===== config.mk =====
export PLATFORM = sky130hd
export DESIGN_NAME = mem_arbiter
export DESIGN_NICKNAME = d
export VERILOG_FILES = /design/src/rtl/mips_pkg.sv /design/src/rtl/mem_arbiter.sv
export SDC_FILE = /design/constraint.sdc
export NUM_CORES = 1
export LEC_CHECK = 0
export BUFFER_PORTS_ARGS = -buffer_cell sky130_fd_sc_hd__buf_2
export CAP_MARGIN = 0
export CORE_ASPECT_RATIO = 1.5
export CORE_MARGIN = 1
export CORE_UTILIZATION = 50
export CTS_CLUSTER_DIAMETER = 100
export CTS_CLUSTER_SIZE = 14
export DETAILED_ROUTE_END_ITERATION = 16
export GPL_ROUTABILITY_DRIVEN = 0
export GPL_TIMING_DRIVEN = 0
export HOLD_SLACK_MARGIN = 0.15
export PLACE_DENSITY = 0.85
export SYNTH_ARGS = -nofsm -noshare
export SYNTH_HDL_FRONTEND = slang
export SYNTH_SLANG_ARGS = --single-unit

===== constraint.sdc =====
create_clock -name clk -period 3.82 [get_ports clk]
set_clock_uncertainty 0.2 [all_clocks]
set_input_delay 0.191 -clock clk [delete_from_list [all_inputs] [get_ports clk]]
set_output_delay 0.191 -clock clk [all_outputs]
set_load 0.03 [all_outputs]

===== src/rtl/mips_pkg.sv =====
// Shared datapath widths and arbiter state encoding for the MIPS memory subsystem.
package mips_pkg;

    localparam int MIPS_WIDTH  = 32;
    localparam int MIPS_ADDR_W = 32;

    typedef enum logic [1:0] {
        ARB_IDLE   = 2'd0,
        ARB_BUSY_I = 2'd1,
        ARB_BUSY_D = 2'd2
    } arb_state_t;

endpackage


===== src/rtl/mem_arbiter.sv =====
// Arbitrates one unified memory port between fetch (I) and memory stage (D);
// D has fixed priority, each grant is held on the bus until mem_ack.
module mem_arbiter
    import mips_pkg::*;
#(
    parameter int WIDTH  = MIPS_WIDTH,
    parameter int ADDR_W = MIPS_ADDR_W
) (
    input  logic              clk,
    input  logic              reset_n,
    input  logic              i_req,
    input  logic [ADDR_W-1:0] i_addr,
    input  logic              i_flush,
    output logic [WIDTH-1:0]  i_rdata,
    output logic              i_ready,
    input  logic              d_req,
    input  logic              d_we,
    input  logic [ADDR_W-1:0] d_addr,
    input  logic [WIDTH-1:0]  d_wdata,
    output logic [WIDTH-1:0]  d_rdata,
    output logic              d_ready,
    output logic              mem_req,
    output logic              mem_we,
    output logic [ADDR_W-1:0] mem_addr,
    output logic [WIDTH-1:0]  mem_wdata,
    input  logic [WIDTH-1:0]  mem_rdata,
    input  logic              mem_ack,
    output logic              busy
);

    arb_state_t state, state_next;
    logic       discard;
    logic       elig_i, elig_d;
    logic       grant_i, grant_d;
    logic       ack_i, ack_d;

    always_comb begin
        // A requester whose ready pulse is out this cycle is already served.
        elig_d     = d_req & ~d_ready;
        elig_i     = i_req & ~i_ready & ~i_flush;
        ack_i      = (state == ARB_BUSY_I) & mem_ack;
        ack_d      = (state == ARB_BUSY_D) & mem_ack;
        grant_d    = 1'b0;
        grant_i    = 1'b0;
        state_next = state;
        case (state)
            ARB_IDLE: begin
                grant_d = elig_d;
                grant_i = elig_i & ~elig_d;
            end
            ARB_BUSY_I: begin
                grant_d = ack_i & elig_d;
                if (ack_i) state_next = ARB_IDLE;
            end
            ARB_BUSY_D: begin
                grant_i = ack_d & elig_i;
                if (ack_d) state_next = ARB_IDLE;
            end
            default: state_next = ARB_IDLE;
        endcase
        if (grant_d)      state_next = ARB_BUSY_D;
        else if (grant_i) state_next = ARB_BUSY_I;
    end

    always_ff @(posedge clk) begin
        if (!reset_n) begin
            state     <= ARB_IDLE;
            discard   <= 1'b0;
            i_rdata   <= '0;
            i_ready   <= 1'b0;
            d_rdata   <= '0;
            d_ready   <= 1'b0;
            mem_req   <= 1'b0;
            mem_we    <= 1'b0;
            mem_addr  <= '0;
            mem_wdata <= '0;
            busy      <= 1'b0;
        end else begin
            state   <= state_next;
            i_ready <= 1'b0;
            d_ready <= 1'b0;
            // Busy also spans the ready-pulse cycle of the completing access.
            busy    <= (state_next != ARB_IDLE) | ack_i | ack_d;

            if (ack_i) begin
                if (!(discard | i_flush)) begin
                    i_ready <= 1'b1;
                    i_rdata <= mem_rdata;
                end
                discard <= 1'b0;
            end else if ((state == ARB_BUSY_I) && i_flush) begin
                discard <= 1'b1;
            end

            if (ack_d) begin
                d_ready <= 1'b1;
                if (!mem_we) d_rdata <= mem_rdata;
            end

            if (grant_d) begin
                mem_req   <= 1'b1;
                mem_we    <= d_we;
                mem_addr  <= d_addr;
                mem_wdata <= d_wdata;
            end else if (grant_i) begin
                mem_req   <= 1'b1;
                mem_we    <= 1'b0;
                mem_addr  <= i_addr;
                mem_wdata <= '0;
            end else if (state_next == ARB_IDLE) begin
                mem_req <= 1'b0;
                mem_we  <= 1'b0;
            end
        end
    end

endmodule


## Word level (Yosys, flattened, before mapping)

Index checks and enable logic that the tools add are counted.
W data, S select, Z words.

- Input bits: 135
- Register bits: 136
- Bits in writable memories: 0
- Memories: 0
- Bits in latches: 0
- Output and inout port bits: 133
- Memory bits (read-only): 0
- Word-level logic and storage cells: 59

- Add/subtract/negate cells: 0
- Shift operators: 0
- Mux-type cells: 18
- Magnitude comparators: 0
- Equal/unequal tests: 2
- Reductions and logical operators: 10
- Multiply operators: 0
- Divide/modulo/power cells: 0
- Bitwise logic cells: 18

Operator list:

| operator | count |
|---|---|
| $mux W32 | 4 |
| $and A1 B1 Y1 | 8 |
| $mux W2 | 4 |
| $mux W1 | 7 |
| $not A1 Y1 | 7 |
| $pmux W2 S3 | 1 |
| $reduce_and A2 Y1 | 3 |
| $logic_not A2 Y1 | 2 |
| $pmux W1 S2 | 2 |
| $reduce_bool A2 Y1 | 2 |
| $or A1 B1 Y1 | 3 |
| $reduce_bool A3 Y1 | 1 |
| $eq A2 B1 Y1 const B | 1 |
| $eq A2 B2 Y1 const B | 1 |
| $reduce_or A2 Y1 | 1 |
| $logic_and A1 B1 Y1 | 1 |

## Depth between registers and ports, before layout

Gate-level depths: netlist (run 1).

- Word-level depth: 11
- Gate-level depth with buffers: 7
- Mapped depth without buffers: 3

## Worst setup path before layout (run 1)

No wires, ideal clock.

- Path kind: reg-to-reg
- From: register d_ready
- To: register mem_addr[22]
- Path buffers: 2
- Arrival: 1,541 ps
- Clock period less this slack: 1,863 ps
- Path slack: 1,957 ps
- Setup time: 122 ps
- Required time: 3,498 ps
- Cell stages (with the launch flop): 6
- Cell sequence: dfxtp_1 -> or3b_1 -> clkbuf_1 -> clkbuf_1 -> and4b_1 -> a221o_1

- Word-level cells in the longest chain between the ends: 6
- Elaborated cells between the ends (all ways): 9
- Classes of those cells: 3 x mux; 5 x bitwise; 1 x reduce/logical

RTL lines:

| what | RTL line | text |
|---|---|---|
| from (decl) | mem_arbiter.sv:21 | `output logic d_ready,` |
| from (signal assigned) | mem_arbiter.sv:72 | `d_ready <= 1'b0;` |
| from (signal assigned) | mem_arbiter.sv:81 | `d_ready <= 1'b0;` |
| from (signal assigned) | mem_arbiter.sv:96 | `d_ready <= 1'b1;` |
| $not A1 Y1 * | mem_arbiter.sv:39 | `elig_d = d_req & ~d_ready;` |
| $and A1 B1 Y1 * | mem_arbiter.sv:39 |  |
| $not A1 Y1 | mem_arbiter.sv:49 | `grant_i = elig_i & ~elig_d;` |
| $and A1 B1 Y1 | mem_arbiter.sv:49 |  |
| $pmux W1 S2 | mem_arbiter.sv:46 | `case (state)` |
| $reduce_bool A2 Y1 (no line) | n/a |  |
| to (signal assigned) | mem_arbiter.sv:103 | `mem_addr <= d_addr;` |
| to (signal assigned) | mem_arbiter.sv:108 | `mem_addr <= i_addr;` |
| to (decl) | mem_arbiter.sv:24 | `output logic [ADDR_W-1:0] mem_addr,` |

Every way passes the cells marked *; elsewhere a longest branch is shown, timed or not.
A chain may end at the register's enable or synchronous reset.

## Worst setup path in the final report (run 1)

- From: input port mem_ack
- To: register mem_addr[27]

- Word-level cells in the longest chain between the ends: 4
- Elaborated cells between the ends (all ways): 8
- Classes of those cells: 3 x mux; 4 x bitwise; 1 x reduce/logical

RTL lines:

| what | RTL line | text |
|---|---|---|
| from (decl) | mem_arbiter.sv:27 | `input logic mem_ack,` |
| $and A1 B1 Y1 (on tied branches) | mem_arbiter.sv:41, mem_arbiter.sv:42 |  |
| $and A1 B1 Y1 (on tied branches) | mem_arbiter.sv:52, mem_arbiter.sv:56 |  |
| $pmux W1 S2 | mem_arbiter.sv:46 |  |
| $mux W32 / $reduce_bool A2 Y1 (equally long branches) | n/a |  |

Several ways; a longest one is shown, not always the timed one.

==> summary.txt, run 1 <==
Run status
  – Status: finished clean

Synth
  – Yosys top cell area share: 48.1%
  – Synth Instances: approximately 630
  – Syn nets: 760
  – Synth area leader: dfxtp_1
  – Synthesized area per cell: 9.05 µm²
  – Post-Syn Area: 5660 µm²
  – Synth unique cells: 28
  – #FFs+latches synth: 136
  – Synth area leaders: dfxtp_1, a21oi_1, nand2_1
  – Ys Warns: 0
  – Sequential share of the synthesized area: roughly half

Power and ir drop
  – Power Density: 427 nW/µm²
  – LEAKAGE: 4.18 nW
  – Worst IR Drop VDD: 338 µV

Clock tree
  – Num CTS Buffers: 17
  – Clk_lat worst skew: about 410 ps
  – Post-cts sizing count: 0
  – Post-CTS Repair Setup Buffers: 0
  – CTS root buffer: clkbuf_16
  – Clock transition at path regs: 60 ps
  – Clock Tree Buf Depth: 2
  – Hold buffer count at CTS: 131
  – CTS tree: built
  – Total clock sinks: 136
  – H-tree depth: 4

STA
  – Fin crit share: 73.6%
  – Final setup viols: 0
  – Minimum clock period: 2810 ps
  – Fmax: 355 MHz
  – Fin worst setup slack: 1010 ps
  – Max-slew headroom: between 50% and 60%
  – RSZ-0062 raised after global routing: false
  – Post-route setup TNS: 0 ps
  – Final hold vios: 0
  – Slew of the pin with the lowest slew margin: 690 ps
  – Slew Limit Fails: 0

Setup path
  – Max FO, Critical Path: 10
  – Crit-path cells: dlygate4sd3_1, buf_2, buf_2, nand2b_1, nand3_2, clkbuf_1, a221o_1, dlygate4sd3_1
  – Max stage delay on crit path: 600 ps
  – Req. time, crit path: 3910 ps
  – CP startpoint kind: input port
  – Worst path top cell family by delay: buffers and inverters
  – CP Capture Type: flop
  – Bufs and invs on worst path: 5
  – Arrival time worst endpoint: 2900 ps
  – WS Path Type: input port to flop
  – CP max-delay cell: dlygate4sd3_1

Routing
  – Post-route antenna net violation count: 0
  – Final WL: 24200 µm
  – Via count: between 7k and 8k
  – Avg WL per Cell: 20.1 µm
  – DRC: 0
  – Vias per inst: 5.97
  – Initial DRC count: about 550
  – Drt pass-1 iters: 5

GRT
  – Number of global-route vias before repair: ~7.2k
  – Antenna violations before repair: 2
  – GR Overflow Total: 0
  – Tot GR Track Use: 41.2%
  – First-pass GRT wire length: 36800 µm
  – Largest net degree at the start of global routing: 17

Floorplan
  – Initial Util: 51.5%
  – Core area: approximately 11000 µm²
  – Die area: between 10000 and 15000 µm²
  – Die Wd: between 80 and 90 µm
  – Die Span Y: 132 µm
  – Top Ports: 268
  – Site row count: 47

Hold path
  – Type of the tightest min-delay check: flop to flop

Placement
  – DP Wirelength: 13500 µm
  – IO buf count: around 270
  – Dpl ws: 1770 ps

Final layout
  – P&R area growth vs syn: 59.9%
  – Most frequent cells in the layout: buf_2, dfxtp_1, nand2_1, dlygate4sd3_1, a21oi_1
  – Nets@finish: 1177
  – Commonest non-fill, non-tap cell in the layout: buf_2
  – Fraction of layout cells with a size suffix above 1: 31.2%

Flow run
  – Max_cap viols: 0
layout make-up:
class | instances | area, µm²
clock inverters | 13 | 110
repair buffers | 398 | 2650
multi-input cells | 415 | 2560
plain buffers | 73 | 370
flip-flops and latches | 136 | 2720
fillers | 596 | 1950
well taps | 147 | 184
clock buffers | 19 | 443
inverters | 1 | 3.75
diodes | 2 | 5.00
sequential cells by signal, summed over array words and instances (netlist names):
signal / count
busy: 1
discard: 1
i_ready: 1
d_ready: 1
mem_we: 1
d_rdata: 32
mem_req: 1
mem_wdata: 32
state: 2
i_rdata: 32
mem_addr: 32
synthesized netlist by cell type:
| cell type | instances |
|---|---|
| nand2b_1 | 3 |
| nand3_2 | 1 |
| or3b_1 | 1 |
| buf_6 | 10 |
| clkbuf_1 | 44 |
| nor3b_4 | 1 |
| nand4bb_1 | 2 |
| nand3_1 | 1 |
| a221o_1 | 32 |
| nor4bb_1 | 2 |
| nand3b_1 | 34 |
| and3_1 | 1 |
| xor2_1 | 1 |
| a31oi_1 | 2 |
| nor4b_4 | 1 |
| nor3_1 | 2 |
| buf_2 | 17 |
| a21oi_1 | 101 |
| nor2b_1 | 1 |
| inv_2 | 1 |
| a32o_1 | 32 |
| nand2_1 | 131 |
| a211oi_1 | 1 |
| o21ai_0 | 32 |
| dfxtp_1 | 136 |
| and4b_1 | 32 |
| xnor2_1 | 1 |
| buf_1 | 2 |
kinds of logic (layout without fill, tap and decap cells):
family | count (synthesis) | after routing | share of synthesized area [%]
AND/OR/NAND/NOR | 213 | 213 | 21.5
XOR/XNOR | 2 | 2 | 0.310
AO/OA/AOI/OAI | 200 | 200 | 23.4
other | 0 | 2 | 0
buffers and inverters | 74 | 504 | 6.61
flip-flops | 136 | 136 | 48.1
per-layer routing:
layer	track usage [%]	part of all wire, %	wire length (µm)	vias up
met3	13.1	11	2710	158
met4	29.6	6.9	1680	0
met5	0	0	0	-
met1	42.0	32	7850	3288
li1	-	-	-	3126
met2	68.8	49	11900	612
tightest hold or removal path: cells and delay by family, from the launching register on:
| family | cells | cell delay (ps) |
|---|---|---|
| compound gates | 1 | 50 |
| flops | 1 | 300 |
| simple gates | 1 | 50 |
path summary, 6_finish.rpt:
kind | slack, ps | start | end | cells after the start
worst min register to register | 250 | d_rdata[23] | d_rdata[23] | 2
worst max register to register | 1040 | state[0] | mem_addr[27] | 6
worst max-delay path | 1010 | mem_ack | mem_addr[27] | 8
worst min-delay path | 250 | d_rdata[23] | d_rdata[23] | 2
power breakdown:
part	internal, mW	total, mW	switching (mW)	leakage (nW)
clock	0.864	1.56	0.693	0.256
sequential	1.50	1.55	0.0501	1.11
combinational	0.317	0.758	0.441	2.82
metrics by stage:
stage / utilization, % / hold WS (ps) / cell area [µm²] / total power, mW / cells
after floorplan: - / 113 / 5660 / 1.93 / 625
after CTS: 82.2 / 233 / 9040 / 3.80 / 1202
after global placement: 65.3 / 197 / 7180 / 2.15 / 1039
final: 82.3 / 251 / 9050 / 3.86 / 1204
after global routing: 82.3 / 270 / 9050 / 3.96 / 1204
after detailed placement: 65.3 / 201 / 7180 / 2.15 / 1039
No activity file was read; power rests on OpenSTA's default activity.
==> run 2, diff against run 1 <==
--- a/config.mk
+++ b/config.mk
@@ -9,14 +9,14 @@
 export CAP_MARGIN = 0
 export CORE_ASPECT_RATIO = 1.5
 export CORE_MARGIN = 1
-export CORE_UTILIZATION = 50
+export CORE_UTILIZATION = 47
 export CTS_CLUSTER_DIAMETER = 100
 export CTS_CLUSTER_SIZE = 14
 export DETAILED_ROUTE_END_ITERATION = 16
 export GPL_ROUTABILITY_DRIVEN = 0
 export GPL_TIMING_DRIVEN = 0
 export HOLD_SLACK_MARGIN = 0.15
-export PLACE_DENSITY = 0.85
+export PLACE_DENSITY = 0.81
 export SYNTH_ARGS = -nofsm -noshare
 export SYNTH_HDL_FRONTEND = slang
 export SYNTH_SLANG_ARGS = --single-unit
==> constraint.sdc (replaced) <==
create_clock -name clk -period 2.6 [get_ports clk]
set_clock_uncertainty 0.2 [all_clocks]
set_input_delay 0.13 -clock clk [delete_from_list [all_inputs] [get_ports clk]]
set_output_delay 0.13 -clock clk [all_outputs]
set_load 0.03 [all_outputs]
==> summary.txt, run 2 (synthesized netlist as in run 1, its figures left out) <==
Power and ir drop
  – Power Density: 645 nW/µm² (+51%)
  – Worst IR Drop VDD: 393 µV (+16%)
  – Switching Fraction: 27.7% (-2.9 points)
  – LEAKAGE: 4.23 nW (+1.3%)
  – Clock Power Share: 43.4% (+3.1 points)
  – Sequential Power Share: 38.3% (-1.7 points)
  – Combinational power share: 18.4% (-1.2 points)
  – Internal power: 4.27 mW (+60%)
  – Psw: 1.64 mW (+38%)

Placement
  – IO buf count: 267 (unchanged)
  – Placed cells: 1042 (+0.29%)
  – DP Wirelength: 12800 µm (-5.3%)

STA
  – Minimum clock period: 2540 ps
  – Min Hold Slack: 166 ps (-85.0 ps)
  – Final hold vios: 0 (unchanged)
  – Post-route setup TNS: 0 ps (unchanged)
  – Slew of the pin with the lowest slew margin: 534 ps (-156 ps)
  – RSZ-0062 raised after global routing: false
  – Fmax: 394 MHz
  – Max-slew headroom: 64.4% (+10 points)
  – Fin crit share: 97.6%
  – Slew Limit Fails: 0 (unchanged)
  – Final setup viols: 0 (unchanged)

Setup path
  – Req. time, crit path: 2760 ps (-1150 ps)
  – Crit-path cells: buf_6, nor4b_4, buf_4, clkbuf_1, and4b_1, a221o_1, dlygate4sd3_1
  – CP max-delay cell: dlygate4sd3_1
  – Max FO, Critical Path: 10 (unchanged)
  – Arrival time worst endpoint: 2690 ps (-210 ps)
  – Max stage delay on crit path: 550 ps (-50 ps)
  – CP startpoint kind: flop
  – CP Capture Type: flop
  – WS Path Type: flop to flop

Routing
  – DRC: 0 (unchanged)
  – Final WL: 21700 µm (-10%)
  – Drt pass-1 iters: 5 (unchanged)
  – Via count: 6835 (-4.9%)
  – Initial DRC count: 328 (-40%)
  – Avg WL per Cell: 18.0 µm (-11%)
  – Vias per inst: 5.66 (-5.1%)
  – Post-route antenna net violation count: 0 (unchanged)

Clock tree
  – Clk_lat worst skew: 410 ps (about the same)
  – H-tree depth: 4 (unchanged)
  – Clock transition at path regs: 60 ps (about the same)
  – Num CTS Buffers: 17 (unchanged)
  – CTS root buffer: clkbuf_16
  – Total clock sinks: 136 (unchanged)
  – CTS tree: built
  – Clock Tree Buf Depth: 2 (unchanged)

GRT
  – Number of global-route vias before repair: 6893 (-4.6%)
  – GR Overflow Total: 0 (unchanged)
  – Largest net degree at the start of global routing: 17 (unchanged)
  – First-pass GRT wire length: 33200 µm (-9.8%)
  – Antenna violations before repair: 0 (-2)
  – Tot GR Track Use: 33.9% (-7.2 points)

Floorplan
  – Core area: 11600 µm² (+5.4%)
  – Die Span Y: 136 µm (+3.1%)
  – Top Ports: 268 (unchanged)
  – Die Wd: 91.6 µm (+3.1%)
  – Site row count: 48 (+2.1%)
  – Die area: 12500 µm² (+6.3%)
  – Initial Util: 48.8% (-2.6 points)

Final layout
  – Final core occ: 79.0% (-3.3 points)
  – Final Non-Filler Cells: 1207 (+0.25%)
  – P&R area growth vs syn: 61.8%
  – Nets@finish: 1179 (+0.17%)
  – Fraction of layout cells with a size suffix above 1: 32.5% (+1.3 points)
  – Commonest non-fill, non-tap cell in the layout: buf_2
  – Diodes inserted: 0 (-2)
  – Most frequent cells in the layout: buf_2, dfxtp_1, nand2_1, dlygate4sd3_1, a21oi_1

Run status
  – Status: finished clean

Hold path
  – Type of the tightest min-delay check: input port to flop

Flow run
  – Max_cap viols: 0 (unchanged)
==> run 2: per-layer routing <==
metal,vias up,track usage (%),share of wire (%)
met4,0,21.1,5.3
met3,100,8.11,6.0
li1,3118,-,-
met1,3249,34.6,36
met5,-,0,0
met2,368,61.8,52
==> run 2: critical path, delay by kind of cell, from the launching register on <==
family | cells | cell delay, ps
AOI/OAI and AO/OA | 1 | 140
buffers and inverters | 4 | 1180
DFF | 1 | 310
and+or+nand+nor | 2 | 650
==> run 2: worst paths after layout <==
check	from	end	slack (ps)	cells after the start
worst max-delay path	state[0]	mem_addr[24]	60	7
worst min-delay path	i_flush	i_rdata[5]	170	4
worst min register to register	d_rdata[20]	d_rdata[20]	250	2
worst max register to register	state[0]	mem_addr[24]	60	7
==> run 2: cell type report <==
class | instances | area (µm²)
clock inverters | 14 | 198
well taps | 150 | 188
multi-input cells | 415 | 2560
plain buffers | 71 | 374
clock buffers | 18 | 429
inverters | 1 | 3.75
repair buffers | 402 | 2680
fillers | 745 | 2430
flip-flops and latches | 136 | 2720
==> run 2: per-stage QoR <==
step | worst slack [ps] | power, mW | area [µm²]
6_report | 62.4 | 5.91 | 9160
3_5_place_dp | 517 | 3.16 | 7180
4_1_cts | 12.5 | 5.86 | 9120
5_1_grt | 1.34 | 6.09 | 9160
2_1_floorplan | 737 | 2.84 | 5660
3_3_place_gp | 557 | 3.15 | 7180
==> run 2: what timing repair did <==
| action | in CTS | in global routing |
|---|---|---|
| resized for setup | 0 | 20 |
| hold endpoints to repair | 133 | 0 |
| setup endpoints to repair | 0 | 16 |
| setup buffers | 0 | 4 |
| hold buffers | 131 | 0 |
==> run 2: power groups by stage <==
stage	clock, mW	sequential (mW)	combinational (mW)
finish	2.56	2.26	1.09
CTS	2.57	2.25	1.04
detailed placement	0	2.30	0.866
global route	2.68	2.27	1.14
floorplan	0	2.51	0.325
global placement	0	2.29	0.859
==> run 3, diff against run 2 <==
--- a/config.mk
+++ b/config.mk
@@ -5,18 +5,19 @@
 export SDC_FILE = /design/constraint.sdc
 export NUM_CORES = 1
 export LEC_CHECK = 0
+export ABC_AREA = 1
 export BUFFER_PORTS_ARGS = -buffer_cell sky130_fd_sc_hd__buf_2
 export CAP_MARGIN = 0
 export CORE_ASPECT_RATIO = 1.5
 export CORE_MARGIN = 1
-export CORE_UTILIZATION = 47
+export CORE_UTILIZATION = 46
 export CTS_CLUSTER_DIAMETER = 100
 export CTS_CLUSTER_SIZE = 14
 export DETAILED_ROUTE_END_ITERATION = 16
 export GPL_ROUTABILITY_DRIVEN = 0
 export GPL_TIMING_DRIVEN = 0
 export HOLD_SLACK_MARGIN = 0.15
-export PLACE_DENSITY = 0.81
+export PLACE_DENSITY = 0.8
 export SYNTH_ARGS = -nofsm -noshare
 export SYNTH_HDL_FRONTEND = slang
 export SYNTH_SLANG_ARGS = --single-unit
==> summary.txt, run 3 <==
Run status
  – Status: finished clean

Clock tree
  – Clock transition at path regs: 60 ps (about the same)
  – CTS tree: built
  – Num CTS Buffers: 17 (unchanged)
  – Hold buffer count at CTS: 138 (+5.3%)
  – Clk_lat worst skew: 410 ps (about the same)
  – H-tree depth: 4 (unchanged)
  – Post-CTS Repair Setup Buffers: 0 (unchanged)
  – CTS root buffer: clkbuf_16
  – Post-cts sizing count: 0 (unchanged)
  – Total clock sinks: 136 (unchanged)
  – Clock Tree Buf Depth: 2 (unchanged)

STA
  – Slew Limit Fails: 0 (unchanged)
  – Fin crit share: 91.7% (-5.9 points)
  – Final setup viols: 0 (unchanged)
  – Min Hold Slack: 258 ps (+92.3 ps)
  – Post-route setup TNS: 0 ps (unchanged)
  – Fmax: 420 MHz (+6.5%)
  – RSZ-0062 raised after global routing: false
  – Minimum clock period: 2380 ps (-155 ps)
  – Slew of the pin with the lowest slew margin: 689 ps (+155 ps)
  – Final hold vios: 0 (unchanged)
  – Max-slew headroom: 54.1% (-10 points)

Final layout
  – P&R area growth vs syn: 64.2%
  – Fraction of layout cells with a size suffix above 1: 35.1% (+2.6 points)
  – Nets@finish: 1267 (+7.5%)
  – Commonest non-fill, non-tap cell in the layout: buf_2
  – Filler Cells Inserted: 753 (+1.1%)
  – Most frequent cells in the layout: buf_2, nor2_1, nand2_1, dlygate4sd3_1, dfxtp_1

Synth
  – Ys Warns: 0 (unchanged)
  – Async SR Flop Fraction: 0% (unchanged)
  – Post-Syn Area: 5420 µm² (-4.1%)
  – Main flop type after synthesis: dfxtp_1
  – Sequential share of the synthesized area: 50.2% (+2.1 points)
  – Yosys top cell area share: 50.2% (+2.1 points)
  – Top cells by count, synth: nor2_1, nand2_1, dfxtp_1
  – Synth area leader: dfxtp_1
  – Syn nets: 843 (+11%)
  – Synth unique cells: 24 (-14%)
  – Synth Instances: 708 (+13%)
  – Most frequent cell after synthesis: nor2_1
  – Synthesized area per cell: 7.66 µm² (-15%)
  – Post-synth EDFFs: 0 (unchanged)
  – #FFs+latches synth: 136 (unchanged)
  – Synth area leaders: dfxtp_1, nor2_1, nand2_1

Setup path
  – CP startpoint kind: input port
  – WS Path Type: input port to flop
  – Reg-to-Reg End: mem_addr[15]
  – Arrival time worst endpoint: 2480 ps (-210 ps)
  – CP Capture Type: flop
  – Reg2Reg Setup Slack: 280 ps (+220 ps)
  – Req. time, crit path: 2700 ps (-60 ps)
  – RR Startpoint: state[1]
  – Max FO, Critical Path: 10 (unchanged)
  – Reg2reg path depth: 10 (+3)

Floorplan
  – Core area: 11500 µm² (-1.0%)
  – Top Ports: 268 (unchanged)
  – Die Wd: 90.7 µm (-1.0%)
  – Initial Util: 47.3% (-1.5 points)
  – Die area: 12200 µm² (-2.0%)
  – Site row count: 48 (unchanged)
  – Die Span Y: 135 µm (-1.0%)

GRT
  – Antenna violations before repair: 0 (unchanged)
  – Number of global-route vias before repair: 6582 (-4.5%)
  – Largest net degree at the start of global routing: 17 (unchanged)
  – GR Overflow Total: 0 (unchanged)
  – First-pass GRT wire length: 30800 µm (-7.4%)
  – Tot GR Track Use: 32.0% (-1.9 points)

Flow run
  – Max_cap viols: 0 (unchanged)

Power and ir drop
  – Worst IR Drop VDD: 473 µV (+20%)
  – LEAKAGE: 4.32 nW (+2.0%)
  – Power Density: 673 nW/µm² (+4.3%)
  – Total Power: 6.00 mW (+1.5%)

Routing
  – DRC: 0 (unchanged)
  – Vias per inst: 5.08 (-10%)
  – Drt pass-1 iters: 8 (+3)
  – Via count: 6573 (-3.8%)
  – Post-route antenna net violation count: 0 (unchanged)
  – Initial DRC count: 302 (-7.9%)
  – Avg WL per Cell: 15.4 µm (-14%)
  – Final WL: 19900 µm (-8.0%)

Placement
  – DP Wirelength: 11600 µm (-9.4%)
  – IO buf count: 267 (unchanged)

Hold path
  – Hold depth: 2 (-2)
  – Type of the tightest min-delay check: flop to flop
  – Hold Crit Start: mem_wdata[11]
  – Hold Path Sink: mem_wdata[11]
==> run 3: changes by cell type after synthesis, moves of 18 or more <==
cell / before / now
a21oi_1: 101 / 16
a221o_1: 32 / 0
o21ai_0: 32 / 97
nand2_2: 0 / 22
clkbuf_1: 44 / 20
and4b_1: 32 / 0
a21oi_2: 0 / 21
nand2_1: 131 / 149
nand3b_1: 34 / 0
nor2_2: 0 / 23
a32o_1: 32 / 0
nor2_1: 0 / 176
==> run 3: cells by family (layout without fill, tap and decap cells) <==
group / after synthesis / after routing / synth area share [%]
AND/OR/NAND/NOR: 378 / 378 / 29.2
flip-flops: 136 / 136 / 50.2
AO/OA/AOI/OAI: 135 / 135 / 14.0
buffers and inverters: 59 / 494 / 6.67
other: 0 / 1 / 0
==> run 3: final cells by class <==
class	instances	area [µm²]	share of cell area (%)
timing repair buffer	405	2720	30.5
multi-input combinational	513	2340	26.3
buffer	46	313	3.51
clock inverter	11	124	1.39
clock buffer	19	453	5.08
antenna	1	2.50	0.0281
inverter	13	48.8	0.548
tap	150	188	2.11
sequential	136	2720	30.6
==> run 3: routing by layer <==
metal	up-vias	track usage, %	share of wire [%]
met5	-	0	0
met4	0	20.4	5.5
met3	99	8.00	6.6
met2	389	60.6	54
met1	2998	30.3	34
li1	3087	-	-
==> run 3: where the power goes <==
part | internal [mW] | switching, mW | total [mW]
Combinational | 0.538 | 0.798 | 1.34
Sequential | 2.22 | 0.0757 | 2.30
Clock | 1.45 | 0.907 | 2.36
Total | 4.21 | 1.78 | 6.00
==> run 3: worst max-delay path by stage <==
stage                     startpoint             to  slack (ps)
final                        mem_ack   mem_addr[15]         220
after global routing         mem_ack   mem_addr[15]         140
after CTS                    mem_ack   mem_addr[26]         360
after detailed placement    state[1]    d_rdata[23]         820
after global placement      state[1]     d_rdata[1]         850
after floorplan              d_ready  mem_wdata[13]         970
==> run 3: metrics by stage <==
stage | area (µm²) | setup WS, ps | utilization [%] | std cells
floorplan | 5420 | 970 | - | 708
global placement | 6950 | 853 | 60.6 | 1125
detailed placement | 6950 | 825 | 60.6 | 1125
CTS | 8910 | 359 | 77.6 | 1293
global route | 8910 | 137 | 77.6 | 1293
finish | 8910 | 217 | 77.7 | 1294
==> run 3: worst max-delay path, stage by stage <==
cell and delay (ps):
dlygate4sd3_1 550, buf_2 130, inv_2 90, nand2_1 90, nand3_4 160, inv_2 50, buf_4 180, buf_6 150
nand2_1 100, nand2_1 90, dlygate4sd3_1 570, nor2_2 110, nor2_1 60
